## config.mk

```make
export PLATFORM = sky130hd
export DESIGN_NAME = leaf_uplink_arbiter
export DESIGN_NICKNAME = d
export VERILOG_FILES = /design/src/rtl/leaf_uplink_arbiter.sv
export SDC_FILE = /design/constraint.sdc
export NUM_CORES = 1
export LEC_CHECK = 0
export CORE_AREA = 2 2 142 144
export DETAILED_ROUTE_END_ITERATION = 6
export DIE_AREA = 0 0 144 146
export PLACE_DENSITY = 0.84
export SYNTH_ARGS = -nofsm -noshare
export SYNTH_HDL_FRONTEND = slang
export SYNTH_SLANG_ARGS = --single-unit
```

## constraint.sdc

```tcl
create_clock -name clk -period 1.9 [get_ports clk]
set_clock_uncertainty 0.2 [all_clocks]
set_input_delay 0.285 -clock clk [delete_from_list [all_inputs] [get_ports clk]]
set_output_delay 0.285 -clock clk [all_outputs]
set_load 0.05 [all_outputs]
```

## src/rtl/leaf_uplink_arbiter.sv

```systemverilog
// leaf_uplink_arbiter: round-robin merge of NUM_LEAVES valid/ready streams onto one registered uplink.
// Optional burst lock (MAX_BURST consecutive grants per leaf) is enabled by defining ARB_BURST_LOCK_EN.
module leaf_uplink_arbiter #(
    parameter int NUM_LEAVES = 4,
    parameter int DATA_WIDTH = 64,
    parameter int MAX_BURST  = 4,
    parameter int SRC_WIDTH  = $clog2(NUM_LEAVES)
) (
    input  logic                             clk,
    input  logic                             reset,
    input  logic                             enable,
    input  logic [NUM_LEAVES*DATA_WIDTH-1:0] in_data,
    input  logic [NUM_LEAVES-1:0]            in_valid,
    output logic [NUM_LEAVES-1:0]            in_ready,
    output logic [DATA_WIDTH-1:0]            out_data,
    output logic                             out_valid,
    input  logic                             out_ready,
    output logic [SRC_WIDTH-1:0]             out_src,
    output logic [31:0]                      word_count
);
    generate
        if (NUM_LEAVES < 2 || MAX_BURST < 1) begin : g_bad_cfg
            $error("leaf_uplink_arbiter: NUM_LEAVES must be >= 2 and MAX_BURST >= 1");
        end
    endgenerate

    logic [SRC_WIDTH-1:0] rr_ptr;
    logic [SRC_WIDTH-1:0] grant;
    logic [SRC_WIDTH-1:0] next_ptr;
    logic                 found;
    logic                 load_ok;
    logic                 xfer;

    // Scan from the highest offset down so the nearest valid leaf after rr_ptr wins.
    always_comb begin
        grant = '0;
        found = 1'b0;
        for (int k = NUM_LEAVES - 1; k >= 0; k--) begin
            int idx;
            idx = int'(rr_ptr) + k;
            if (idx >= NUM_LEAVES) idx = idx - NUM_LEAVES;
            if (in_valid[idx]) begin
                grant = SRC_WIDTH'(idx);
                found = 1'b1;
            end
        end
    end

    assign load_ok  = reset && enable && (!out_valid || out_ready);
    assign xfer     = load_ok && found;
    assign in_ready = xfer ? ({{(NUM_LEAVES-1){1'b0}}, 1'b1} << grant) : '0;
    assign next_ptr = (grant == SRC_WIDTH'(NUM_LEAVES - 1)) ? '0 : grant + 1'b1;

    always_ff @(posedge clk or negedge reset) begin
        if (!reset) begin
            out_data   <= '0;
            out_src    <= '0;
            out_valid  <= 1'b0;
            word_count <= '0;
        end else if (xfer) begin
            out_data   <= in_data[grant*DATA_WIDTH +: DATA_WIDTH];
            out_src    <= grant;
            out_valid  <= 1'b1;
            word_count <= (word_count == 32'hFFFF_FFFF) ? word_count : word_count + 32'd1;
        end else if (out_valid && out_ready) begin
            out_valid  <= 1'b0;
        end
    end

`ifdef ARB_BURST_LOCK_EN
    localparam int BW = $clog2(MAX_BURST + 1);
    logic [BW-1:0] burst_cnt;
    logic [BW-1:0] burst_base;

    // A grant away from rr_ptr starts a fresh burst for the new leaf.
    assign burst_base = (grant == rr_ptr) ? burst_cnt : '0;

    always_ff @(posedge clk or negedge reset) begin
        if (!reset) begin
            rr_ptr    <= '0;
            burst_cnt <= '0;
        end else if (xfer) begin
            if (int'(burst_base) + 1 < MAX_BURST) begin
                rr_ptr    <= grant;
                burst_cnt <= burst_base + 1'b1;
            end else begin
                rr_ptr    <= next_ptr;
                burst_cnt <= '0;
            end
        end else if (load_ok && !in_valid[rr_ptr]) begin
            burst_cnt <= '0;
        end
    end
`else
    always_ff @(posedge clk or negedge reset) begin
        if (!reset) rr_ptr <= '0;
        else if (xfer) rr_ptr <= next_ptr;
    end
`endif
endmodule

```

==> key figures, run 1 <==
Run status
  • Outcome: complete, but fails checks
  • Violated checks: setup timing

Yosys
  • Synth top area share: 39.91%
  • Synth Register Bits: between 100 and 150
  • Syn nets: 958
  • Synth Warn #: 0
  • Post-synth cell types: 45
  • Synth Flop Type: dfrtp_1
  • Area contributors post-synth: dfrtp_1, mux2i_1, a21o_1, o211ai_1, nand3_1
  • Mean Syn Cell Area: around 9.1 µm²
  • Synth area leader: dfrtp_1
  • Synthesized area: 6332 µm²
  • Cells after Synth: between 600 and 700
  • EDFF count, synth: 0
  • Post-synthesis sequential area ratio: 39.91%
  • Ys async rst share: 100.0%

Detailed routing
  • Avg WL per Cell: 21.80 µm
  • Antenna viol nets, final: 0
  • Vias post-DR: 7843
  • Vias per cell: between 5 and 6
  • Initial DRC count: 420
  • DR WL met2: roughly 16 mm
  • Metal3 WL: approximately 2.5 mm
  • M1 WL: 11.50 mm
  • DRT Pass-1 Iters: 4
  • Uppermost layer routed: met5
  • Residual DRC count: 0
  • Total wire length: 31.13 mm

Power and ir drop
  • Sw frac: 46.16%
  • Sw Pwr: 6.186 mW
  • Overall power consumption: 13.40 mW
  • Leakage: around 5.4 nW
  • VDD IR max: 0.0006572 V
  • Comb pwr share: 60.7%
  • Flop pwr share: 24.7%
  • Clock Power Share: between 10% and 20%
  • P per Cell Area: 1078 nW/µm²
  • Int Power: around 7.2 mW

Clock network
  • Clk_lat worst skew: 350 ps
  • Total CTS buffers: 9
  • CTS sink count: 101
  • Bufs on Longest Clock Path: 2
  • CTS root buf: clkbuf_16
  • CTS tree: built
  • Clk slew on worst S/H paths: approximately 70 ps
  • CTS HTree Levels: 3

Finish
  • Final core occ: 64.30%
  • Net count, final: 1422
  • Layout cell share with drive strength beyond 1: 32.36%
  • Layout area overhead: 96.35%
  • Post-route cell area: 12430 µm²

Placed design
  • # port buffers: about 370
  • HPWL Detailed: 20.43 mm
  • RePlAce Congestion: 0.8787
  • Post-placement cell area: 11090 µm²

STA
  • Final hold viol count: 0
  • Unrepaired setup endpoints after global routing: yes
  • Final setup vio count: 100
  • Fin crit period: 2329 ps
  • Pins Over Slew Limit: 0
  • Worst-margin pin slew: 599.7 ps
  • Fin worst setup slack: -428.7 ps
  • Maximum clock frequency: about 430 MHz
  • TNS Setup: -24930 ps
  • Final Cycle Share: 122.6%
  • Slew Limit Headroom: between 60% and 70%

Floorplanning
  • Core area: 19330 µm²
  • FP Rows: 51
  • Die width: 144 µm
  • Starting Density: 32.75%
  • Die Ht: about 150 µm
  • Die area: approximately 21000 µm²
  • IO Pins: 367

Global routing
  • First-pass GRT wire length: between 40 and 50 mm
  • Gr usage total: 28.42%
  • Pin count of the biggest net entering global routing: between 100 and 150
  • Grt ovf: 0
  • Number of global-route vias before repair: 8088
  • Initial antenna violation count: 2

Worst hold path
  • Worst hold path type: in2reg

Setup path
  • Worst Path Required: 1410 ps
  • Worst Setup End Kind: output pin
  • CP Class: reg2out
  • Crit path launch type: flop
  • Worst Path Arrival: between 1500 and 2000 ps
  • Worst-path fanout max: 6

Run
  • Max-cap violation count: 0
[area by class of cell]
| cell class | count | area [µm²] |
|---|---|---|
| Antenna cell | 1 | 2.502 |
| Clock buffer | 11 | 242.7 |
| Clock inverter | 5 | 60.06 |
| Fill cell | 1500 | 6902 |
| Inverter | 1 | 3.754 |
| Multi-Input combinational cell | 531 | 4035 |
| Sequential cell | 101 | 2566 |
| Tap cell | 265 | 331.6 |
| Timing Repair Buffer | 513 | 5191 |
[synthesized netlist by cell type, types with 2 or more instances]
library cell	number
clkbuf_1	25
nand4_2	2
buf_1	3
a21oi_1	2
nand3_1	78
nor2_1	17
and3_1	8
buf_4	6
o21ai_0	66
nand3_2	2
or3_1	2
mux2i_1	65
dfrtp_1	101
a21o_1	65
xnor2_1	16
or3_4	2
xor2_1	14
and4_1	5
o211ai_1	65
buf_2	21
nor3_1	9
nand2b_1	4
buf_6	6
nand4_1	11
nand2_1	78
[critical path: stages (launching register included)]
cell and delay, ps:
dfrtp_2 480, mux2i_4 220, a2bb2oi_4 180, nand2_4 70, buf_6 130, nor3_4 220
buf_12 170
[kinds of logic after synthesis]
group | after synthesis | synth area share, %
AO/OA/AOI/OAI | 203 | 21.46
XOR/XNOR | 31 | 4.406
adder cells (fa/ha/maj) | 1 | 0.1976
buffers and inverters | 62 | 5.157
flip-flops | 101 | 39.91
multiplexers | 67 | 10.63
AND/OR/NAND/NOR | 228 | 18.24
[flip-flops by register name, summed over array words and instances (netlist names)]
signal / flops
out_data: 64
out_src: 2
out_valid: 1
rr_ptr: 2
word_count: 32
[power by group through the flow]
| stage | Sequential [mW] | Clock, mW | Combinational [mW] |
|---|---|---|---|
| floorplan | 5.57 | 0 | 2.07 |
| global placement | 3.30 | 0 | 7.24 |
| detailed placement | 3.32 | 0 | 7.38 |
| CTS | 3.30 | 2.00 | 8.00 |
| global route | 3.39 | 2.08 | 8.48 |
| finish | 3.31 | 1.95 | 8.14 |
[final timing paths]
check	start	endpoint	slack [ps]	cells after the start
max in group asynchronous	reset	out_data[27]	580	3
min reg2reg	out_data[62]	out_data[62]	310	2
max	rr_ptr[1]	in_ready[3]	-430	6
min	reset	rr_ptr[1]	300	4
min in group asynchronous	reset	word_count[9]	440	3
max reg2reg	rr_ptr[1]	out_data[56]	-380	8
[through the flow]
step | setup slack, ps | hold WS, ps | std cells
6_report | -428.7 | 303.2 | 1428
5_1_grt | -496.1 | 319.3 | 1428
4_1_cts | -457.0 | 297.9 | 1424
3_5_place_dp | -636.7 | 268.7 | 1375
3_3_place_gp | -575.7 | 259.6 | 1375
2_1_floorplan | -284.3 | -210.6 | 693
[routing by layer]
layer / GRT usage (%) / vias up
met3: 5.298 / 107
li1: - / 3472
met5: 0 / -
met4: 15.44 / 2
met2: 49.05 / 477
met1: 32.95 / 3785
[placed cells by master (no fill, tap or decap), types with 7 or more instances in the layout]
master / instances
mux2i_2: 12
mux2i_1: 50
dfrtp_2: 28
xor2_1: 13
buf_4: 188
a21o_1: 64
o211ai_1: 65
nor2_4: 7
buf_16: 9
o21ai_0: 64
buf_12: 25
clkdlybuf4s50_1: 258
dfrtp_1: 72
buf_6: 21
and3_1: 7
nor2_1: 7
nand3_1: 71
xnor2_1: 11
clkbuf_16: 10
nand2_1: 76
nand4_1: 11
[what timing repair did]
action                                  4_1_cts  5_1_grt
buffers inserted                             18        9
endpoints found under the setup margin      104      103
cloned                                       15        1
hold endpoints to repair                    101        0
pin swaps                                    37       30
resized for setup                            85       34
hold buffers                                  1        0
No activity file was read; power rests on OpenSTA's default activity.
==> inputs of run 2 (changes only) <==
--- a/config.mk
+++ b/config.mk
@@ -5,10 +5,10 @@
 export SDC_FILE = /design/constraint.sdc
 export NUM_CORES = 1
 export LEC_CHECK = 0
-export CORE_AREA = 2 2 142 144
+export CORE_AREA = 2 2 143 145
 export DETAILED_ROUTE_END_ITERATION = 6
-export DIE_AREA = 0 0 144 146
-export PLACE_DENSITY = 0.84
+export DIE_AREA = 0 0 145 147
+export PLACE_DENSITY = 0.81
 export SYNTH_ARGS = -nofsm -noshare
 export SYNTH_HDL_FRONTEND = slang
 export SYNTH_SLANG_ARGS = --single-unit
==> constraint.sdc (replaced) <==
create_clock -name clk -period 2.3 [get_ports clk]
set_clock_uncertainty 0.2 [all_clocks]
set_input_delay 0.345 -clock clk [delete_from_list [all_inputs] [get_ports clk]]
set_output_delay 0.345 -clock clk [all_outputs]
set_load 0.05 [all_outputs]
==> key figures, run 2 (same netlist as run 1, synthesis figures left out) <==
Run status
  • Outcome: complete, but fails checks
  • Violated checks: setup timing

Setup path
  • CP Class: in2out
  • Crit path launch type: input port
  • Worst Path Required: 1750 ps (+340 ps)
  • FF-to-FF setup slack: 140 ps (+520 ps)
  • Reg2reg end: out_data[58]
  • Worst Path Arrival: 1820 ps (-20 ps)
  • Launching point of the worst reg2reg path: rr_ptr[1]
  • Worst Setup End Kind: output pin
  • Worst-path fanout max: 4 (-2)
  • FF-to-FF path depth: 8 (unchanged)

Clock network
  • Clk_lat worst skew: 360 ps (about the same)
  • CTS HTree Levels: 3 (unchanged)
  • Bufs on Longest Clock Path: 2 (unchanged)
  • CTS sink count: 101 (unchanged)
  • Total CTS buffers: 9 (unchanged)
  • CTS tree: built
  • Clk slew on worst S/H paths: 80 ps (about the same)
  • CTS root buf: clkbuf_16

STA
  • Pins Over Slew Limit: 0 (unchanged)
  • Final setup vio count: 4 (-96%)
  • Final hold viol count: 0 (unchanged)
  • Fin worst setup slack: -69.86 ps (+358.8 ps)
  • Worst-margin pin slew: 663.2 ps (+63.50 ps)
  • Maximum clock frequency: 422.0 MHz
  • Hold WS: 1.859 ps (-301.4 ps)
  • Fin crit period: 2370 ps
  • Unrepaired setup endpoints after global routing: yes
  • Slew Limit Headroom: 55.79% (-4.2 points)
  • Final Cycle Share: 103.0%

Finish
  • Max reg flops: 64 (unchanged)
  • Layout cell share with drive strength beyond 1: 13.24% (-19 points)
  • Most common cell after layout, fill and taps aside: clkdlybuf4s50_1
  • Most frequent cells in the layout: clkdlybuf4s50_1, dfrtp_1, nand3_1
  • Non-filler cells, final: 1358 (-4.9%)
  • Most flop-heavy register: out_data
  • Largest regs: out_data: 64 flops, word_count: 32 flops
  • Layout area overhead: 78.36%
  • Net count, final: 1348 (-5.2%)
  • # diodes: 0 (-1)
  • Filler cells: 1703 (+14%)

Power and ir drop
  • P per Cell Area: 926.1 nW/µm² (-14%)
  • Leakage: 4.684 nW (-13%)
  • VDD IR max: 0.0007305 V (+11%)

Floorplanning
  • Core area: 19840 µm² (+2.6%)
  • Die width: 145 µm (+0.69%)
  • FP Rows: 52 (+2.0%)
  • Starting Density: 31.91% (-0.84 points)
  • Die Ht: 147 µm (+0.68%)
  • IO Pins: 367 (unchanged)
  • Die area: 21320 µm² (+1.4%)

Global routing
  • Gr usage total: 24.26% (-4.2 points)
  • Number of global-route vias before repair: 7344 (-9.2%)
  • Met1 Use GR: 30.30% (-2.7 points)
  • Met2 usage: 40.98% (-8.1 points)
  • Initial antenna violation count: 0 (-2)
  • Grt met3 use: 6.460% (+1.2 points)
  • GRT Max-Usage Layer: met2
  • Grt ovf: 0 (unchanged)
  • First-pass GRT wire length: 41.14 mm (-9.4%)
  • Pin count of the biggest net entering global routing: 65 (-36%)

Detailed routing
  • Total wire length: 26.15 mm (-16%)
  • Vias per cell: 5.236 (-4.7%)
  • Antenna viol nets, final: 0 (unchanged)
  • Avg WL per Cell: 19.25 µm (-12%)
  • Initial DRC count: 359 (-15%)
  • Residual DRC count: 0 (unchanged)
  • DRT Pass-1 Iters: 5 (+1)
  • Vias post-DR: 7110 (-9.3%)

Placed design
  • # port buffers: 366 (unchanged)
  • DP Worst Slack: -381.3 ps (+255.4 ps)
  • HPWL Detailed: 19.25 mm (-5.8%)
  • RePlAce Congestion: 0.8613 (-2.0%)
  • Placed cell count: 1334 (-3.0%)

Worst hold path
  • Worst hold path type: in2async

Run
  • Max-cap violation count: 0 (unchanged)
==> run 2: final cells by class <==
type | instances | area (µm²) | share of cell area (%)
clock buffers | 9 | 225.2 | 1.994
well taps | 270 | 337.8 | 2.991
clock inverters | 7 | 91.34 | 0.8087
flip-flops and latches | 101 | 2546 | 22.54
inverters | 1 | 3.754 | 0.03323
multi-input cells | 530 | 3656 | 32.37
repair buffers | 440 | 4434 | 39.26
==> run 2: report_power, final <==
part / internal (mW) / total, mW / switching, mW / leakage [nW]
registers: 2.33 / 2.74 / 0.408 / 1.26
logic: 2.43 / 6.10 / 3.67 / 3.27
clock network: 0.789 / 1.62 / 0.833 / 0.152
==> run 2: worst max-delay path by stage <==
stage,from,cells past startpoint,to,slack [ps]
floorplan,rr_ptr[1],6,in_ready[1],-140
global placement,in_valid[3],9,out_data[31],-330
detailed placement,in_valid[3],9,out_data[31],-380
CTS,rr_ptr[1],5,in_ready[2],-80
global route,rr_ptr[1],5,in_ready[2],-120
finish,in_valid[2],7,in_ready[1],-70
==> run 2: routing by layer <==
metal  share of wire [%]  vias to the layer above  wire length (µm)
li1                    -                     3311                 -
met1                  40                     3410             10480
met2                  49                      341             12880
met3                 7.6                       48              1993
met4                 3.0                        0               785
met5                   0                        -                 0
==> run 2: per-stage QoR <==
step                power (mW)  utilization, %  setup TNS, ps  instance area, µm²
floorplan                6.200               -         -283.4                6394
global placement         8.691           54.50         -21940               10820
detailed placement       8.759           54.50         -25920               10820
CTS                      10.51           56.70         -247.8               11250
global route             10.94           56.92         -427.2               11290
finish                   10.46           56.92         -228.5               11290
==> run 2: critical path, stage by stage <==
cell             delay (ps)
clkdlybuf4s50_1         440
or4_4                   450
nand4_4                 120
buf_4                   130
buf_6                   120
nor3_4                   50
buf_12                  160
==> run 2: repair_timing <==
action | in CTS | in global routing
endpoints found under the setup margin | 5 | 66
endpoints found under the hold margin | 14 | 0
pin swaps | 9 | 6
hold buffers | 1 | 0
buffers inserted | 6 | 2
gates resized for setup | 19 | 7
==> inputs of run 3 (changes only) <==
--- a/config.mk
+++ b/config.mk
@@ -5,6 +5,8 @@
 export SDC_FILE = /design/constraint.sdc
 export NUM_CORES = 1
 export LEC_CHECK = 0
+export ABC_AREA = 0
+export CAP_MARGIN = 20
 export CORE_AREA = 2 2 143 145
 export DETAILED_ROUTE_END_ITERATION = 6
 export DIE_AREA = 0 0 145 147
==> results of run 3 <==
No change in the layout: final DEF, timing and power equal those of run 2.
